==> config.mk <==
export PLATFORM = sky130hd
export DESIGN_NAME = data_mem_dma_flat
export DESIGN_NICKNAME = d
export VERILOG_FILES = /design/src/rtl/data_mem_dma_pkg.sv /design/src/rtl/data_mem_dma_if.sv /design/src/rtl/data_mem_dma.sv /design/src/flat_wrapper.sv
export SDC_FILE = /design/constraint.sdc
export NUM_CORES = 1
export LEC_CHECK = 0
export CAP_MARGIN = 10
export CELL_PAD_IN_SITES_DETAIL_PLACEMENT = 0
export CELL_PAD_IN_SITES_GLOBAL_PLACEMENT = 1
export CORE_MARGIN = 2
export CORE_UTILIZATION = 34
export DETAILED_ROUTE_END_ITERATION = 12
export PLACE_DENSITY = 0.81
export SYNTH_ARGS = -nofsm -noshare
export SYNTH_HDL_FRONTEND = slang
export SYNTH_SLANG_ARGS = --single-unit
==> constraint.sdc <==
create_clock -name Clk -period 2.7 [get_ports Clk]
set_clock_uncertainty 0.15 [all_clocks]
set_input_delay 0.405 -clock Clk [delete_from_list [all_inputs] [get_ports Clk]]
set_output_delay 0.405 -clock Clk [all_outputs]
set_load 0.01 [all_outputs]
==> src/rtl/data_mem_dma_pkg.sv <==
// rtl/data_mem_dma_pkg.sv - shared types and constants for the data memory DMA/arbiter
package data_mem_dma_pkg;

  localparam int ADDR_W = 8;
  localparam int DATA_W = 8;

  localparam logic MODE_COPY = 1'b0;
  localparam logic MODE_FILL = 1'b1;

  typedef enum logic [1:0] {
    IDLE   = 2'd0,
    READ   = 2'd1,
    WRITE  = 2'd2,
    FINISH = 2'd3
  } state_e;

endpackage

==> src/rtl/data_mem_dma_if.sv <==
// rtl/data_mem_dma_if.sv - CPU load/store and data memory bus bundle
interface data_mem_dma_if;
  import data_mem_dma_pkg::*;

  // CPU side
  logic              CpuReq;
  logic              CpuWriteEn;
  logic [ADDR_W-1:0] CpuAddr;
  logic [DATA_W-1:0] CpuDataIn;
  logic [DATA_W-1:0] CpuDataOut;
  logic              CpuStall;

  // memory side
  logic              MemWriteEn;
  logic [ADDR_W-1:0] MemAddr;
  logic [DATA_W-1:0] MemDataIn;
  logic [DATA_W-1:0] MemDataOut;

  // controller view
  modport master (
    input  CpuReq, CpuWriteEn, CpuAddr, CpuDataIn, MemDataOut,
    output CpuDataOut, CpuStall, MemWriteEn, MemAddr, MemDataIn
  );

  // CPU + memory view
  modport slave (
    output CpuReq, CpuWriteEn, CpuAddr, CpuDataIn, MemDataOut,
    input  CpuDataOut, CpuStall, MemWriteEn, MemAddr, MemDataIn
  );

endinterface

==> src/rtl/data_mem_dma.sv <==
// rtl/data_mem_dma.sv - copy/fill engine and CPU-priority arbiter for the 256x8 data memory
module data_mem_dma
  import data_mem_dma_pkg::*;
#(
  parameter int STARVE_LIMIT = 8
) (
  input  logic              Clk,
  input  logic              Reset,
  input  logic              Start,
  input  logic              Mode,
  input  logic [ADDR_W-1:0] SrcAddr,
  input  logic [ADDR_W-1:0] DstAddr,
  input  logic [7:0]        Len,
  input  logic [DATA_W-1:0] FillByte,
  output logic              Busy,
  output logic              Done,
  data_mem_dma_if.master    bus
);

  localparam int CNT_W = $clog2(STARVE_LIMIT + 1);
  localparam logic [CNT_W-1:0] LIMIT_C = CNT_W'(STARVE_LIMIT);

  state_e            state_q, state_d;
  logic [ADDR_W-1:0] src_q, src_d;
  logic [ADDR_W-1:0] dst_q, dst_d;
  logic [7:0]        rem_q, rem_d;
  logic [DATA_W-1:0] buf_q, buf_d;
  logic [DATA_W-1:0] fill_q, fill_d;
  logic              mode_q, mode_d;
  logic [CNT_W-1:0]  starve_q, starve_d;

  logic              pending;
  logic              cpu_gnt;
  logic              dma_gnt;
  logic              stall;
  logic              dma_we;
  logic [ADDR_W-1:0] dma_addr;
  logic [DATA_W-1:0] dma_wdata;

  assign pending = (state_q == READ) || (state_q == WRITE);

  // Arbitration: CPU wins unless the engine has been blocked STARVE_LIMIT cycles in a row
  always_comb begin
    cpu_gnt  = 1'b0;
    dma_gnt  = 1'b0;
    stall    = 1'b0;
    starve_d = starve_q;
    if (bus.CpuReq) begin
      if (pending && (starve_q >= LIMIT_C)) begin
        dma_gnt  = 1'b1;
        stall    = 1'b1;
        starve_d = '0;
      end else begin
        cpu_gnt = 1'b1;
        if (pending) begin
          starve_d = starve_q + CNT_W'(1);
        end
      end
    end else begin
      dma_gnt  = pending;
      starve_d = '0;
    end
  end

  // Transfer FSM: next state, address/count updates and engine-side memory request
  always_comb begin
    state_d   = state_q;
    src_d     = src_q;
    dst_d     = dst_q;
    rem_d     = rem_q;
    buf_d     = buf_q;
    fill_d    = fill_q;
    mode_d    = mode_q;
    dma_we    = 1'b0;
    dma_addr  = '0;
    dma_wdata = '0;
    Busy      = 1'b0;
    Done      = 1'b0;
    unique case (state_q)
      IDLE: begin
        if (Start) begin
          src_d  = SrcAddr;
          dst_d  = DstAddr;
          rem_d  = Len;
          fill_d = FillByte;
          mode_d = Mode;
          if (Len == 8'd0) begin
            state_d = FINISH;
          end else if (Mode == MODE_FILL) begin
            state_d = WRITE;
          end else begin
            state_d = READ;
          end
        end
      end
      READ: begin
        Busy     = 1'b1;
        dma_addr = src_q;
        if (dma_gnt) begin
          buf_d   = bus.MemDataOut;
          src_d   = src_q + 8'd1;
          state_d = WRITE;
        end
      end
      WRITE: begin
        Busy      = 1'b1;
        dma_we    = 1'b1;
        dma_addr  = dst_q;
        dma_wdata = (mode_q == MODE_FILL) ? fill_q : buf_q;
        if (dma_gnt) begin
          dst_d = dst_q + 8'd1;
          rem_d = rem_q - 8'd1;
          if (rem_q == 8'd1) begin
            state_d = FINISH;
          end else if (mode_q == MODE_COPY) begin
            state_d = READ;
          end
        end
      end
      FINISH: begin
        Done    = 1'b1;
        state_d = IDLE;
      end
      default: state_d = IDLE;
    endcase
  end

  // Memory port mux; read data always passes straight through to the CPU
  always_comb begin
    bus.CpuDataOut = bus.MemDataOut;
    bus.CpuStall   = stall;
    bus.MemWriteEn = 1'b0;
    bus.MemAddr    = '0;
    bus.MemDataIn  = '0;
    if (cpu_gnt) begin
      bus.MemWriteEn = bus.CpuWriteEn;
      bus.MemAddr    = bus.CpuAddr;
      bus.MemDataIn  = bus.CpuDataIn;
    end else if (dma_gnt) begin
      bus.MemWriteEn = dma_we;
      bus.MemAddr    = dma_addr;
      bus.MemDataIn  = dma_wdata;
    end
  end

  // State and datapath registers; reset aborts any transfer in flight
  always_ff @(posedge Clk) begin
    if (Reset) begin
      state_q  <= IDLE;
      src_q    <= '0;
      dst_q    <= '0;
      rem_q    <= '0;
      buf_q    <= '0;
      fill_q   <= '0;
      mode_q   <= MODE_COPY;
      starve_q <= '0;
    end else begin
      state_q  <= state_d;
      src_q    <= src_d;
      dst_q    <= dst_d;
      rem_q    <= rem_d;
      buf_q    <= buf_d;
      fill_q   <= fill_d;
      mode_q   <= mode_d;
      starve_q <= starve_d;
    end
  end

endmodule

==> src/flat_wrapper.sv <==
// flat-port wrapper written by rule: the top's interface ports become plain ports
module data_mem_dma_flat import data_mem_dma_pkg::*;
#(
  parameter int STARVE_LIMIT = 8
)
  (Clk, Reset, Start, Mode, SrcAddr, DstAddr, Len, FillByte, Busy, Done, bus_CpuReq, bus_CpuWriteEn, bus_CpuAddr, bus_CpuDataIn, bus_MemDataOut, bus_CpuDataOut, bus_CpuStall, bus_MemWriteEn, bus_MemAddr, bus_MemDataIn);
  data_mem_dma_if bus_i ();
  input  logic Clk;
  input  logic Reset;
  input  logic Start;
  input  logic Mode;
  input  logic [ADDR_W-1:0] SrcAddr;
  input  logic [ADDR_W-1:0] DstAddr;
  input  logic [7:0] Len;
  input  logic [DATA_W-1:0] FillByte;
  output logic Busy;
  output logic Done;
  input wire logic [$bits(bus_i.CpuReq)-1:0] bus_CpuReq;
  input wire logic [$bits(bus_i.CpuWriteEn)-1:0] bus_CpuWriteEn;
  input wire logic [$bits(bus_i.CpuAddr)-1:0] bus_CpuAddr;
  input wire logic [$bits(bus_i.CpuDataIn)-1:0] bus_CpuDataIn;
  input wire logic [$bits(bus_i.MemDataOut)-1:0] bus_MemDataOut;
  output wire logic [$bits(bus_i.CpuDataOut)-1:0] bus_CpuDataOut;
  output wire logic [$bits(bus_i.CpuStall)-1:0] bus_CpuStall;
  output wire logic [$bits(bus_i.MemWriteEn)-1:0] bus_MemWriteEn;
  output wire logic [$bits(bus_i.MemAddr)-1:0] bus_MemAddr;
  output wire logic [$bits(bus_i.MemDataIn)-1:0] bus_MemDataIn;
  assign bus_i.CpuReq = bus_CpuReq;
  assign bus_i.CpuWriteEn = bus_CpuWriteEn;
  assign bus_i.CpuAddr = bus_CpuAddr;
  assign bus_i.CpuDataIn = bus_CpuDataIn;
  assign bus_i.MemDataOut = bus_MemDataOut;
  assign bus_CpuDataOut = bus_i.CpuDataOut;
  assign bus_CpuStall = bus_i.CpuStall;
  assign bus_MemWriteEn = bus_i.MemWriteEn;
  assign bus_MemAddr = bus_i.MemAddr;
  assign bus_MemDataIn = bus_i.MemDataIn;
  data_mem_dma #(.STARVE_LIMIT(STARVE_LIMIT)) u_core (.Clk(Clk), .Reset(Reset), .Start(Start), .Mode(Mode), .SrcAddr(SrcAddr), .DstAddr(DstAddr), .Len(Len), .FillByte(FillByte), .Busy(Busy), .Done(Done), .bus(bus_i));
endmodule
==> key figures, run 1 <==
STA
  • Final min period: roughly 2.6 ns
  • Hold_ws: 0.307 ns
  • TNS Setup: 0 ns
  • Final Max Tran Viols: 0
  • Slew HR: 51.6%
  • Post-route clock period utilization: 96.1%
  • Final setup fails: 0
  • Worst-Margin Slew: 0.725 ns
  • Max Clock Freq: slightly below 0.4 GHz
  • RSZ-0062 raised after global routing: false
  • Final hold viol count: 0
  • Final Worst Setup Slack: 0.105 ns

Yosys
  • Synth Flop Type: dfxtp_1
  • Post-synth ARST share: 0%
  • #FFs+latches synth: 47
  • Gate Count Post-Synth: 388
  • YS warnings: 0
  • Number of synthesized flops with an enable pin: 0
  • Library cells used by synthesis: 53
  • Syn_nets: 461
  • Sequential-to-total area share from yosys stat: 31.0%
  • Mapped Area: 3030 um^2
  • Synthesized area per cell: 7.81 um^2

Global routing
  • Vias in the first global route: 3,047
  • Remaining Overflow, GRT: 0
  • Initial antenna violation count: 0
  • Total GRT Usage: 19.2%
  • Largest net degree at the start of global routing: 25
  • First-pass GRT wire length: 15.5 mm

Routing
  • Vias: 3,164
  • Routed len/inst: 16.2 um
  • Post-DRT Antenna Nets: 0
  • Vias per cell: 5.47
  • Drt pass-1 iters: 5
  • DR iter-0 viols: 160
  • DR DRC count: 0
  • Final wirelength: 9.34 mm

Die
  • Die Y: 98.4 um
  • Die outline area: just under 10,000 um^2
  • Num rows: 34
  • Core ar.: 8680 um^2
  • DIE WIDTH: 98.4 um
  • IO Count: 90
  • Effective utilization at floorplan: 34.9%

Critical path
  • Setup Crit Path Kind: flip-flop to output pin
  • CP max stage cell: dfxtp_4
  • R2R cell count: 8
  • WP buf/inv: 3
  • Levels on crit path: 8
  • CP peak stage delay: 0.37 ns
  • Crit path cell chain: inv_1 > ha_4 > nand2_1 > and2_1 > buf_12 > a22oi_2 > nand2_1 > dlygate4sd2_1
  • Crit path launch type: flip-flop
  • CP top delay family: buffers and inverters
  • Endpoint class of the critical path: output pin
  • Most used cell, CP: nand2_1
  • Critical Path AT: 2.04 ns
  • Crit-path max FO: 17
  • Req. time, crit path: 2.14 ns

Final layout
  • Final Core Density: between 40% and 50%
  • Fraction of layout cells with a size suffix above 1: 9.36%
  • Final #Nets: 542
  • Non-filler instance count after layout: 578
  • Antenna diode count: 0
  • Commonest non-fill, non-tap cell in the layout: clkdlybuf4s50_1
  • Most frequent cells in the layout: clkdlybuf4s50_1 (72), nand2_1 (49), dfxtp_1 (45)
  • Post-route cell area: between 4000 and 5000 um^2
  • Area grow syn2layout: 37.7%

Placed design
  • Number of buffers added on ports: 89
  • Dpl hpwl: 6.73 mm
  • Placed insts: 569
  • Area after DPL: 4040 um^2
  • Place WS: -0.000933 ns
  • Gp weighted congestion: 0.866

Clock tree
  • CTS tree: yes
  • CTS Buf Count: 5
  • Buffers from clock root to sink, at most: 2
  • Clk pin slew, worst setup/hold paths: roughly 0.090 ns
  • H-tree levels: 2
  • Clock sinks: between 40 and 50
  • Clock latency on the worst-skew pair: about 0.3 ns
  • CTS root buf: clkbuf_8

Power and ir drop
  • Power Total: 3.94 mW
  • PD cells: 944 nW/um^2
  • Leakage power: 1.55 nW
  • Max VDD drop: between 0.0004 and 0.0005 V

Status
  • Status: finished clean

Run
  • Max cap viols: 0

Hold path
  • WHS Path Cells: 2
  • HP Class: flip-flop to flip-flop
[worst paths after layout]
kind | start | to | slack [ns]
hold reg to reg | u_core.fill_q[0]$_SDFFE_PP0P_ | u_core.fill_q[0]$_SDFFE_PP0P_ | 0.31
setup reg to reg | u_core.state_q[0]$_SDFFE_PP0P_ | u_core.dst_q[0]$_SDFFE_PP0P_ | 0.43
setup / recovery | u_core.state_q[0]$_SDFFE_PP0P_ | bus_MemAddr[1] | 0.10
hold / removal | u_core.fill_q[0]$_SDFFE_PP0P_ | u_core.fill_q[0]$_SDFFE_PP0P_ | 0.31
[worst reg2reg max path, delay by kind of cell (launching register included)]
family          cells  cell delay [ns]
buf+inv             3             0.61
simple gates        2             0.24
flops               1             0.37
fa+ha+maj           1             0.26
compound gates      2             0.55
[layer usage]
metal | share of wire (%) | GRT usage [%]
met5 | 0 | 0
met4 | 1.5 | 5.58
met3 | 4.5 | 2.84
met2 | 46 | 30.4
met1 | 48 | 27.2
[cell families after synthesis]
group / count (synthesis) / share of synthesized area [%]
adders and majority gates: 11 / 4.54
AOI/OAI and AO/OA: 108 / 24.2
muxes: 23 / 7.64
xor gates and xnor gates: 2 / 0.578
and+or+nand+nor: 147 / 24.2
buffers and inverters: 50 / 7.76
DFF: 47 / 31.0
[synthesized netlist by cell type (2+ instances only)]
library cell	instances	area share (%)
ha_1	11	4.5
nand3_1	27	4.5
a311oi_1	2	0.58
a211oi_1	8	2.0
a41oi_1	2	0.58
nor4_1	2	0.41
inv_1	13	1.6
o21a_1	2	0.50
buf_4	9	2.2
mux2i_1	22	7.3
dfxtp_1	47	31
a22oi_1	8	2.0
nand2b_1	10	2.1
a32o_1	5	1.7
o41ai_1	2	0.58
clkbuf_1	15	1.9
nor3_1	8	1.3
a31o_2	2	0.58
o22ai_1	5	1.0
nor2b_1	9	1.9
a311o_1	2	0.66
a31oi_1	12	2.5
a21oi_1	18	3.0
or4_1	2	0.50
nand2_1	49	6.1
o21ai_0	25	4.1
o31ai_1	7	1.7
and3_1	2	0.41
nor2_1	20	2.5
buf_2	11	1.8
nand4_1	9	1.9
[what timing repair did]
| action | CTS | global route |
|---|---|---|
| setup endpoints to repair | 17 | 5 |
| hold buffers | 0 | 0 |
| gates resized for setup | 20 | 7 |
| hold endpoints to repair | 0 | 0 |
| setup buffers | 0 | 1 |
[final cells by class]
type                            count  area (um^2)
Timing Repair Buffer              110         1040
Sequential cell                    47          948
Clock buffer                        6         82.6
Inverter                           14         52.6
Clock inverter                      2         35.0
Tap cell                          108          135
Fill cell                         904         4500
Multi-Input combinational cell    291         1880
[registers in the layout, summed over array words and instances (netlist names)]
| name | count |
|---|---|
| u_core.dst_q | 8 |
| u_core.rem_q | 8 |
| u_core.buf_q | 8 |
| u_core.starve_q | 4 |
| u_core.state_q | 2 |
| u_core.src_q | 8 |
| u_core.fill_q | 8 |
| u_core.mode_q | 1 |
[power breakdown]
part	internal, mW	switching, mW
registers	0.906	0.261
logic	0.981	1.25
clock network	0.300	0.246
No activity file was read; power rests on OpenSTA's default activity.
==> run 2, diff against run 1 <==
--- a/config.mk
+++ b/config.mk
@@ -12,6 +12,7 @@
 export CORE_UTILIZATION = 34
 export DETAILED_ROUTE_END_ITERATION = 12
 export PLACE_DENSITY = 0.81
+export RECOVER_POWER = 50
 export SYNTH_ARGS = -nofsm -noshare
 export SYNTH_HDL_FRONTEND = slang
 export SYNTH_SLANG_ARGS = --single-unit
==> run 2 against run 1 <==
Combinational power about the same. Clock-buffer cell count is the same. Total power is 0.58% lower. Largest cell class unchanged. Flip-flop and latch count did not move. Clock power barely moved. Global-route usage stayed put.
==> key figures, run 2 (synthesized netlist as in run 1, its figures left out) <==
Critical path
  • Crit path launch type: flip-flop
  • WP buf/inv: 3 (unchanged)
  • Critical Path AT: 2.04 ns (about the same)
  • CP max stage cell: dfxtp_4
  • Most used cell, CP: nand2_1
  • Req. time, crit path: 2.14 ns (about the same)
  • CP peak stage delay: 0.37 ns (about the same)
  • Endpoint class of the critical path: output pin
  • Crit-path max FO: 17 (unchanged)
  • Critical path origin: u_core.state_q[0]$_SDFFE_PP0P_
  • Setup Crit Path Kind: flip-flop to output pin
  • Worst R2R Start: u_core.state_q[0]$_SDFFE_PP0P_
  • Crit path cell chain: inv_1 > ha_4 > nand2_1 > and2_1 > buf_12 > a22oi_2 > nand2_1 > dlygate4sd2_1
  • CP top delay family: buffers and inverters

Global routing
  • First-pass GRT wire length: 15.5 mm (unchanged)
  • Vias in the first global route: 3,047 (unchanged)
  • Largest net degree at the start of global routing: 25 (unchanged)
  • Total GRT Usage: 19.2% (unchanged)
  • Initial antenna violation count: 0 (unchanged)
  • Remaining Overflow, GRT: 0 (unchanged)

Placed design
  • Number of buffers added on ports: 89 (unchanged)
  • Dpl hpwl: 6.73 mm (unchanged)
  • Gp weighted congestion: 0.866 (unchanged)

Die
  • Num rows: 34 (unchanged)
  • DIE WIDTH: 98.4 um (unchanged)
  • Effective utilization at floorplan: 34.9% (unchanged)
  • Die Y: 98.4 um (unchanged)
  • Die outline area: 9680 um^2 (unchanged)
  • Core ar.: 8680 um^2 (unchanged)
  • IO Count: 90 (unchanged)

Routing
  • Highest metal used: met4
  • Routed len/inst: 16.2 um (+0.29%)
  • DR DRC count: 0 (unchanged)
  • Vias per cell: 5.49 (+0.35%)
  • Metal-1 WL: 4.49 mm (unchanged)
  • Final wirelength: 9.37 mm (+0.29%)
  • Drt pass-1 iters: 6 (+1)
  • Post-DRT Antenna Nets: 0 (unchanged)
  • DR iter-0 viols: 179 (+12%)
  • Vias: 3,175 (+0.35%)
  • Met2 Routed Length: 4.30 mm (+0.16%)
  • Met3 wire length: 412 um (-2.6%)

STA
  • Final hold viol count: 0 (unchanged)
  • Slew HR: 50.3% (-1.3 points)
  • Max Clock Freq: 0.385 GHz (about the same)
  • Final setup fails: 0 (unchanged)
  • RSZ-0062 raised after global routing: false
  • Hold_ws: 0.306 ns (-0.000139 ns)
  • Final min period: 2.60 ns (+0.000816 ns)
  • Post-route clock period utilization: 96.2% (about the same)
  • Final Max Tran Viols: 0 (unchanged)
  • Worst-Margin Slew: 0.745 ns (+0.0194 ns)

Clock tree
  • Clock sinks: 47 (unchanged)
  • Clk pin slew, worst setup/hold paths: 0.09 ns (about the same)
  • Buffers from clock root to sink, at most: 2 (unchanged)
  • CTS root buf: clkbuf_8
  • CTS Buf Count: 5 (unchanged)
  • Clock latency on the worst-skew pair: 0.30 ns (about the same)
  • CTS tree: yes
  • H-tree levels: 2 (unchanged)

Power and ir drop
  • Power Total: 3.92 mW (-0.58%)
  • PD cells: 942 nW/um^2 (-0.28%)
  • Leakage power: 1.55 nW (-0.22%)
  • Max VDD drop: 0.000434 V (-0.31%)

Final layout
  • Sequential Area: 948 um^2 (unchanged)
  • Final Core Density: 48.0% (-0.14 points)
  • Commonest non-fill, non-tap cell in the layout: clkdlybuf4s50_1
  • FILL cells: 904 (unchanged)
  • Final #Nets: 542 (unchanged)
  • Area grow syn2layout: 37.3%
  • Fraction of layout cells with a size suffix above 1: 8.94% (-0.43 points)
  • Antenna diode count: 0 (unchanged)
  • Area of the multi-input gates: 1880 um^2 (unchanged)
  • Most frequent cells in the layout: clkdlybuf4s50_1 (63), nand2_1 (49), dfxtp_1 (45)

Hold path
  • HP Class: flip-flop to flip-flop
  • Hold Crit Start: u_core.fill_q[0]$_SDFFE_PP0P_

Status
  • Status: finished clean

Run
  • Max cap viols: 0 (unchanged)
[run 2: cell count changes in the layout (fill, tap and decap cells not counted)]
cell             before  now
dlygate4sd3_1         0    9
clkbuf_2              0    2
buf_4                20   16
clkdlybuf4s50_1      72   63
clkbuf_1              0    2
[run 2: final timing paths]
path | to | slack, ns | depth (start not counted)
max | bus_MemAddr[1] | 0.10 | 8
max reg2reg | u_core.buf_q[2]$_SDFFE_PP0P_ | 0.38 | 7
min reg2reg | u_core.fill_q[0]$_SDFFE_PP0P_ | 0.31 | 2
min | u_core.fill_q[0]$_SDFFE_PP0P_ | 0.31 | 2
[run 2: worst register-to-register path, stage by stage (launching register included)]
cell      delay (ns)
dfxtp_4         0.37
inv_1           0.09
ha_4            0.29
buf_4           0.13
and3_1          0.29
clkbuf_1        0.57
mux2i_1         0.26
nor2_1          0.05
[run 2: routing by layer]
| metal | GRT usage (%) | vias up |
|---|---|---|
| met5 | 0 | - |
| met4 | 5.58 | 0 |
| met3 | 2.84 | 16 |
| met2 | 30.4 | 96 |
| met1 | 27.2 | 1480 |
| li1 | - | 1583 |
[run 2: metrics by stage]
stage                      TNS (ns)  std cells  setup WS (ns)  cell area, um^2
final                             0        578          0.104             4160
after global placement            0        569         0.0405             4040
after global routing              0        578         0.0103             4160
after CTS                         0        577         0.0315             4140
after floorplan                   0        388          0.422             3030
after detailed placement  -0.000933        569      -0.000933             4040
[run 2: layout make-up]
class | instances | share of cell area (%)
Timing Repair Buffer | 110 | 24.7
Sequential cell | 47 | 22.8
Clock inverter | 2 | 0.842
Multi-Input combinational cell | 291 | 45.2
Tap cell | 108 | 3.25
Inverter | 14 | 1.26
Clock buffer | 6 | 1.98
[run 2: what timing repair did]
item,CTS,global route
pin swaps,0,0
hold buffers,0,0
setup buffers,0,1
endpoints found under the setup margin,17,5
gates cloned,0,0
gates resized for setup,20,7
[run 2: power breakdown]
part | internal [mW] | total (mW) | switching [mW]
combinational | 0.957 | 2.21 | 1.25
clock | 0.300 | 0.545 | 0.245
sequential | 0.906 | 1.17 | 0.261
total | 2.16 | 3.92 | 1.76
==> run 3, diff against run 2 <==
--- a/config.mk
+++ b/config.mk
@@ -13,6 +13,7 @@
 export DETAILED_ROUTE_END_ITERATION = 12
 export PLACE_DENSITY = 0.81
 export RECOVER_POWER = 50
+export SETUP_SLACK_MARGIN = 0.02
 export SYNTH_ARGS = -nofsm -noshare
 export SYNTH_HDL_FRONTEND = slang
 export SYNTH_SLANG_ARGS = --single-unit
==> results of run 3 <==
The final DEF is identical to that of run 2. Status: finished clean.
